==> src/rtl/seq_coef_mult_pkg.sv <==
// Shared definitions for the coefficient-sequencing multiplier: state encoding
// and the default coefficient table (x1, x3, x7, x8).
package seq_coef_mult_pkg;

  typedef enum logic {
    ST_IDLE = 1'b0,
    ST_EMIT = 1'b1
  } state_e;

  localparam logic [15:0] COEFS_DEFAULT = 16'h8731;

endpackage

==> src/rtl/seq_coef_mult_coef_sel.sv <==
// Combinational NCOEF:1 coefficient mux over the packed coefficient table.
// Indices beyond NCOEF-1 select zero.
module seq_coef_mult_coef_sel
  import seq_coef_mult_pkg::*;
#(
  parameter int CW    = 4,
  parameter int NCOEF = 4,
  parameter int IW    = 2,
  parameter logic [NCOEF*CW-1:0] COEFS = COEFS_DEFAULT
) (
  input  logic [IW-1:0] idx,
  output logic [CW-1:0] coef
);

  always_comb begin
    coef = '0;
    for (int i = 0; i < NCOEF; i++) begin
      if (idx == IW'(i)) coef = COEFS[i*CW +: CW];
    end
  end

endmodule

==> src/rtl/seq_coef_mult.sv <==
// Captures one sample per handshake and emits sample x COEF[i] for i = 0..NCOEF-1
// as registered output beats, with full backpressure and a synchronous flush.
//
//   state   | meaning
//   --------+-----------------------------------------------------------
//   IDLE    | no sample held, out_valid low, ready for a new sample
//   EMIT    | presenting beat idx of the held sample, waiting on out_ready
module seq_coef_mult
  import seq_coef_mult_pkg::*;
#(
  parameter int DW    = 8,
  parameter int CW    = 4,
  parameter int NCOEF = 4,
  parameter logic [NCOEF*CW-1:0] COEFS = COEFS_DEFAULT,
  localparam int OW = DW + CW,
  localparam int IW = $clog2(NCOEF)
) (
  input  logic          clk,
  input  logic          rst,
  input  logic          flush,
  input  logic          in_valid,
  input  logic [DW-1:0] in_data,
  output logic          in_ready,
  output logic          out_valid,
  output logic [OW-1:0] out_data,
  output logic [IW-1:0] out_idx,
  output logic          out_last,
  input  logic          out_ready
);

  state_e        state_q, state_d;
  logic [DW-1:0] sample_q, sample_d;
  logic [IW-1:0] idx_q, idx_d;
  logic [OW-1:0] data_q, data_d;
  logic          last_q, last_d;

  logic          hs;
  logic          accept;
  logic [IW-1:0] sel_idx;
  logic [DW-1:0] mul_sample;
  logic [CW-1:0] coef;
  logic [OW-1:0] product;

  assign out_valid = (state_q == ST_EMIT);
  assign out_data  = data_q;
  assign out_idx   = idx_q;
  assign out_last  = last_q;

  // The next product is computed one beat ahead so every beat leaves a register.
  always_comb begin
    hs         = out_valid && out_ready;
    in_ready   = !rst && !flush && (state_q == ST_IDLE || (hs && last_q));
    accept     = in_valid && in_ready;
    sel_idx    = accept ? '0 : idx_q + IW'(1);
    mul_sample = accept ? in_data : sample_q;
  end

  seq_coef_mult_coef_sel #(
    .CW    (CW),
    .NCOEF (NCOEF),
    .IW    (IW),
    .COEFS (COEFS)
  ) u_coef_sel (
    .idx  (sel_idx),
    .coef (coef)
  );

  assign product = OW'(mul_sample) * OW'(coef);

  always_comb begin
    state_d  = state_q;
    sample_d = sample_q;
    idx_d    = idx_q;
    data_d   = data_q;
    last_d   = last_q;
    if (flush) begin
      state_d = ST_IDLE;
      idx_d   = '0;
      last_d  = 1'b0;
    end else if (accept) begin
      state_d  = ST_EMIT;
      sample_d = in_data;
      idx_d    = '0;
      data_d   = product;
      last_d   = 1'b0;
    end else if (hs) begin
      if (last_q) begin
        state_d = ST_IDLE;
        idx_d   = '0;
        last_d  = 1'b0;
      end else begin
        idx_d  = sel_idx;
        data_d = product;
        last_d = (sel_idx == IW'(NCOEF - 1));
      end
    end
  end

  always_ff @(posedge clk) begin
    if (rst) begin
      state_q  <= ST_IDLE;
      sample_q <= '0;
      idx_q    <= '0;
      data_q   <= '0;
      last_q   <= 1'b0;
    end else begin
      state_q  <= state_d;
      sample_q <= sample_d;
      idx_q    <= idx_d;
      data_q   <= data_d;
      last_q   <= last_d;
    end
  end

endmodule

==> config.mk <==
export PLATFORM = sky130hd
export DESIGN_NAME = seq_coef_mult
export DESIGN_NICKNAME = d
export VERILOG_FILES = /design/src/rtl/seq_coef_mult_pkg.sv /design/src/rtl/seq_coef_mult_coef_sel.sv /design/src/rtl/seq_coef_mult.sv
export SDC_FILE = /design/constraint.sdc
export NUM_CORES = 1
export LEC_CHECK = 0
export ABC_CLOCK_PERIOD_IN_PS = 5300
export CORE_UTILIZATION = 49
export CTS_CLUSTER_SIZE = 24
export DETAILED_ROUTE_END_ITERATION = 7
export GPL_TIMING_DRIVEN = 1
export PLACE_DENSITY = 0.85
export SKIP_LAST_GASP = 1
export SYNTH_ARGS = -nofsm -noshare
export SYNTH_HDL_FRONTEND = slang
export SYNTH_HIERARCHICAL = 1
export SYNTH_SLANG_ARGS = --single-unit
export TNS_END_PERCENT = 1
==> constraint.sdc <==
create_clock -name clk -period 5.3 [get_ports clk]
set_clock_uncertainty 0.2 [all_clocks]
set_input_delay 1.06 -clock clk [delete_from_list [all_inputs] [get_ports clk]]
set_output_delay 1.06 -clock clk [all_outputs]
set_load 0.1 [all_outputs]
==> results of run 1 <==
## worst paths after layout
path / to / startpoint / slack, ns / cells past startpoint
worst max register to register: out_data[11] / out_valid / 0.81 / 19
worst max-delay path: out_data[11] / flush / 0.14 / 18
worst min-delay path: out_data[7] / out_data[7] / 0.26 / 2
worst min register to register: out_data[7] / out_data[7] / 0.26 / 2
## power groups by stage
stage                     clock network [µW]  registers (µW)  logic (µW)
after floorplan                            0             210        51.2
after global placement                     0             191         108
after detailed placement                   0             191         111
after CTS                                129             187         115
after global routing                     142             188         127
final                                    126             187         116
## area by class of cell
cell class	count	share of cell area
multi-input cells	173	0.5294
repair buffers	66	0.2140
flip-flops and latches	24	0.1799
inverters	24	0.03364
well taps	48	0.02243
clock buffers	4	0.02056
## layout by cell type, fill, tap and decap left out, types with 3 or more instances in the layout
master and instances:
dlymetal6s2s_1 3, nand3_1 3, o21a_1 5, clkdlybuf4s50_1 25, mux2i_1 8, a21oi_1 15, o21ai_0 6, nor3_1 6
clkbuf_8 4, dfxtp_1 23, buf_4 38, ha_1 17, nand2b_1 11, inv_1 23, nand2_1 14, fa_1 12
nor2b_1 25, nor2_1 17
## worst max-delay path, cell delays in order
cell and delay (ns):
clkdlybuf4s50_1 0.42, or3_4 0.42, a21boi_4 0.16, ha_1 0.27
inv_1 0.07, nor2b_2 0.17, fa_1 0.56, inv_1 0.06
fa_1 0.54, inv_2 0.06, ha_4 0.24, and2_1 0.16
a221oi_2 0.32, a211oi_2 0.12, buf_4 0.15, buf_4 0.12
o21ai_0 0.15, nand3_1 0.09
## repair_timing
| action | 4_1_cts | 5_1_grt |
|---|---|---|
| gates resized for setup | 6 | 9 |
| setup buffers | 2 | 1 |
| endpoints found under the setup margin | 3 | 6 |
| pin swaps | 2 | 6 |
## flip-flops by register name (all words and copies together), names as in the netlist
| register | count |
|---|---|
| sample_q | 8 |
| out_last | 1 |
| out_valid | 1 |
| out_data | 12 |
| out_idx | 2 |
## per-layer routing
| layer | part of all wire | up-vias | track usage | routed length (µm) |
|---|---|---|---|---|
| met5 | 0 | - | 0 | 0 |
| met4 | 0.0032 | 0 | 0.04076 | 14 |
| met3 | 0.028 | 2 | 0.01736 | 124 |
| met2 | 0.54 | 31 | 0.4459 | 2348 |
| met1 | 0.43 | 816 | 0.2676 | 1886 |
| li1 | - | 892 | - | - |
## through the flow
step             TNS, ns  total power [µW]
2_1_floorplan          0             261.4
3_3_place_gp     -0.7639             299.5
3_5_place_dp      -1.405             302.4
4_1_cts                0             431.2
5_1_grt        -0.005168             456.5
6_report               0             429.8
## cell families after synthesis
| family | count (synthesis) | share of synthesized area |
|---|---|---|
| adder cells (fa/ha/maj) | 31 | 0.2433 |
| AND/OR/NAND/NOR | 91 | 0.2541 |
| AO/OA/AOI/OAI | 40 | 0.1382 |
| buffers and inverters | 30 | 0.06497 |
| XOR/XNOR | 2 | 0.008919 |
| multiplexers | 9 | 0.04586 |
| flip-flops | 24 | 0.2446 |
==> impl_metrics.csv, run 1 <==
group,metric,value,unit
cells_and_area,drive_gt1_frac,0.1959,
floorplan,die_w,65.32,µm
floorplan,die_y,65.32,µm
global_route,grt-ovfl-total,0,
critical_path,worstSetupPathType,"input port to flip-flop",
clocking,cts_max_level,1,
synth,synth_cell_types,36,
clocking,cts_buffers,3,
synth,synth_edf_count,0,
detailed_routing,drc_errors,0,
pwr,peakVddDrop,94.52,µV
critical_path,cp.required,5.26,ns
sta,fmax,193.6,MHz
sta,setup_ws,0.1351,ns
detailed_routing,post_drt_wl_per_cell,12.90,µm
placed_design,portBuffers,29,
min_path,hp-class,"flip-flop to flip-flop",
clocking,clockRootBuffer,"clkbuf_8",
sta,min_period,5.165,ns
cells_and_area,n_fill_cell,297,
global_route,antenna_found_initial,0,
clocking,cts_tree,"done",
pwr,seq_power_share,0.436,
floorplan,rows,22,
global_route,grt_max_degree,29,
cells_and_area,post-route-util,0.7152,
sta,holdWs,0.2600,ns
floorplan,io_pins,30,
cells_and_area,fin_nets,336,
synth,syn_area,1964,µm²
global_route,grt_pass1_wl,7583,µm
detailed_routing,dr.pass1.iters,4,
synth,synthTopCellsByArea,"dfxtp_1 (24%), fa_1 (12%), ha_1 (12%), nor2b_1 (8.6%), mux2i_1 (4.6%)",
critical_path,end_kind,"flip-flop",
cells_and_area,regArea,481.7,µm²
pwr,combPwrFrac,0.270,
floorplan,core_area,3744,µm²
synth,async_reset_ff_frac,0,
floorplan,dieArea,4266,µm²
detailed_routing,wirelength,4373,µm
pwr,clockPowerShare,0.294,
critical_path,arrival,5.12,ns
placed_design,dp_hpwl,3282,µm
cells_and_area,fin_cells,339,
cells_and_area,multi_input_area,1418,µm²
placed_design,dp_cells,332,
pwr,p_int,301.2,µW
cells_and_area,antennaDiodeCount,0,
pwr,p_leak,0.001228,µW
detailed_routing,ant_nets,0,
critical_path,worstSetupStartpointType,"input port",
detailed_routing,vias,1741,
pwr,p_sw,128.6,µW
sta,hold_viol_final,0,
detailed_routing,dr.first_iter.drc_count,44,
synth,yosysMostFrequentCell,"nor2b_1",
clocking,cts.sinks,24,
synth,ys_warn_count,6,
clocking,clk_pin_slew_worst_paths,0.08,ns
synth,avgSynthCellArea,8.654,µm²
critical_path,critPathMaxFanout,5,
synth,ys_seq_elements,24,
global_route,grt_pass1_vias,1734,
placed_design,dp_slack,-0.3372,ns
sta,relSlewSlack,0.3510,
pwr,power_density,160.5,nW/µm²
detailed_routing,avgViaCountPerCell,5.136,
outcome,status,"finished clean",
cells_and_area,area_delta_synth_final,36.31,%
clocking,clk_latency,0.27,ns
synth,yosysTopAreaCellShare,0.2446,
global_route,grt_usage,0.2276,
synth,ys.flop_type,"dfxtp_1",
job,drv_cap,0,
synth,yosysTopAreaCell,"dfxtp_1",
sta,period_share,0.9745,
pwr,sw_frac_of_total,0.2992,
sta,finalSetupViolCount,0,
synth,ys_seq_area_frac,0.2446,
clocking,postCtsHoldBufs,0,
floorplan,initial_core_util,0.5247,
synth,syn-num-nets,271,
placed_design,placed_cell_area,2531,µm²
sta,worst_slew_pin_slew,0.9704,ns
synth,syn_inst,227,
clocking,cts_buffer_depth,2,
sta,finalMaxSlewViolations,0,
placed_design,place_congestion,0.8820,
synth,synthTopCellsByCount,"nor2b_1 (27), dfxtp_1 (24), inv_1 (24)",
cells_and_area,stdcell_area,2678,µm²
Power figures use the tool's default switching activity.
==> inputs of run 2 (changes only) <==
--- a/config.mk
+++ b/config.mk
@@ -6,11 +6,12 @@
 export NUM_CORES = 1
 export LEC_CHECK = 0
 export ABC_CLOCK_PERIOD_IN_PS = 5300
-export CORE_UTILIZATION = 49
+export CORE_UTILIZATION = 35
 export CTS_CLUSTER_SIZE = 24
 export DETAILED_ROUTE_END_ITERATION = 7
 export GPL_TIMING_DRIVEN = 1
-export PLACE_DENSITY = 0.85
+export PLACE_DENSITY = 0.67
+export SETUP_SLACK_MARGIN = 0.1
 export SKIP_LAST_GASP = 1
 export SYNTH_ARGS = -nofsm -noshare
 export SYNTH_HDL_FRONTEND = slang
==> impl_metrics.csv, run 2 (synthesized netlist as in run 1, its figures left out) <==
group,metric,value,unit
outcome,status,"finished clean",
detailed_routing,highest_layer,"met4",
sta,holdWs,0.2596,ns
detailed_routing,dr.first_iter.drc_count,63,
global_route,grt_usage,0.1650,
clocking,cts_tree,"done",
detailed_routing,post_drt_wl_per_cell,12.17,µm
global_route,grt-ovfl-total,0,
clocking,cts.sinks,24,
detailed_routing,dr.pass1.iters,4,
cells_and_area,fin_nets,333,
pwr,peakVddDrop,79.52,µV
cells_and_area,multi_input_area,1484,µm²
pwr,combPwrFrac,0.266,
detailed_routing,vias,1732,
floorplan,initial_core_util,0.3727,
clocking,postCtsHoldBufs,0,
global_route,grt_max_degree,29,
critical_path,worstSetupPathType,"input port to flip-flop",
clocking,clk_latency,0.28,ns
clocking,cts_max_level,1,
pwr,sw_frac_of_total,0.3050,
placed_design,dp_cells,351,
job,drv_cap,0,
detailed_routing,avgViaCountPerCell,4.838,
cells_and_area,antennaDiodeCount,0,
floorplan,core_area,5270,µm²
sta,worst_slew_pin_slew,0.9682,ns
cells_and_area,layout_commonest_cell,"buf_4",
detailed_routing,wirelength,4358,µm
critical_path,end_kind,"flip-flop",
clocking,clk_pin_slew_worst_paths,0.09,ns
cells_and_area,area_delta_synth_final,40.32,%
clocking,cts_buffers,3,
floorplan,die_w,76.92,µm
pwr,p_int,301.6,µW
cells_and_area,n_fill_cell,519,
global_route,antenna_found_initial,0,
sta,min_period,4.888,ns
placed_design,placed_cell_area,2552,µm²
clocking,clockRootBuffer,"clkbuf_8",
cells_and_area,fin_cells,358,
global_route,grt_pass1_vias,1778,
floorplan,io_pins,30,
placed_design,place_congestion,0.8696,
critical_path,critPathMaxFanout,7,
detailed_routing,drc_errors,0,
detailed_routing,ant_nets,0,
pwr,power_density,157.4,nW/µm²
placed_design,portBuffers,29,
critical_path,worstSetupStartpointType,"input port",
sta,finalSetupViolCount,0,
pwr,clockPowerShare,0.302,
sta,finalMaxSlewViolations,0,
global_route,grt_pass1_wl,7797,µm
clocking,cts_buffer_depth,2,
detailed_routing,met2_length,2179,µm
pwr,power.total,434.0,µW
cells_and_area,largest_reg_flops,12,
floorplan,rows,26,
floorplan,dieArea,5916,µm²
sta,relSlewSlack,0.3525,
detailed_routing,wl_met3,140,µm
floorplan,die_y,76.92,µm
pwr,p_leak,0.001231,µW
sta,hold_viol_final,0,
detailed_routing,wl_met1,1942,µm
placed_design,dp_hpwl,3269,µm
sta,period_share,0.9223,
cells_and_area,stdcell_area,2756,µm²
pwr,seq_power_share,0.431,
critical_path,arrival,4.91,ns
pwr,p_sw,132.4,µW
critical_path,cp.required,5.32,ns
cells_and_area,final_cell_mix,"buf_4 (34), nor2b_1 (24), clkdlybuf4s50_1 (24), inv_1 (22), dfxtp_1 (22)",
sta,rsz0062_at_grt,"false",
cells_and_area,regArea,483.0,µm²
min_path,hp-class,"flip-flop to flip-flop",
sta,fmax,204.6,MHz
cells_and_area,drive_gt1_frac,0.2153,
## run 2: area by class of cell
cell class	instances	area share
sequential	24	0.1752
multi-input combinational	173	0.5384
inverter	24	0.03268
timing repair buffer	63	0.2020
tap	70	0.03177
clock buffer	4	0.01997
## run 2: per-stage QoR
| stage | setup slack (ns) | setup TNS [ns] | utilization |
|---|---|---|---|
| 2_1_floorplan | 0.1097 | 0 | - |
| 4_1_cts | 0.08389 | 0 | 0.5088 |
| 3_3_place_gp | -0.2636 | -0.8869 | 0.4843 |
| 6_report | 0.4117 | 0 | 0.5230 |
| 3_5_place_dp | -0.3253 | -1.251 | 0.4843 |
| 5_1_grt | 0.2816 | 0 | 0.5230 |
## run 2: power by group through the flow
| stage | clock (µW) | sequential (µW) | combinational, µW |
|---|---|---|---|
| floorplan | 0 | 210 | 52.4 |
| global placement | 0 | 191 | 109 |
| detailed placement | 0 | 192 | 109 |
| CTS | 138 | 187 | 113 |
| global route | 144 | 188 | 127 |
| finish | 131 | 187 | 116 |
## run 2: metal layers
layer,vias up,GRT usage
li1,882,-
met1,814,0.1857
met2,29,0.2973
met3,7,0.02738
met4,0,0.08269
met5,-,0
## run 2: worst max-delay path, cell delays in order
cell,delay (ns)
dlymetal6s2s_1,0.13
nand2b_4,0.14
or3_4,0.35
a21boi_4,0.17
ha_4,0.27
inv_2,0.05
nor2b_2,0.15
fa_1,0.47
inv_1,0.05
fa_1,0.49
inv_1,0.04
ha_1,0.29
nor2b_1,0.14
o31a_1,0.27
o21a_1,0.20
or4_1,0.53
nand3_1,0.09
## run 2: worst paths after layout
| check | to | start | cells past startpoint | slack, ns |
|---|---|---|---|---|
| min | out_data[4] | out_data[4] | 2 | 0.26 |
| min reg2reg | out_data[4] | out_data[4] | 2 | 0.26 |
| max | out_data[8] | rst | 17 | 0.41 |
| max reg2reg | out_data[8] | out_valid | 17 | 0.91 |
## run 2: timing repair
action / CTS / global route
resized for setup: 12 / 13
pin swaps: 9 / 10
endpoints found under the setup margin: 3 / 6
setup buffers: 1 / 2
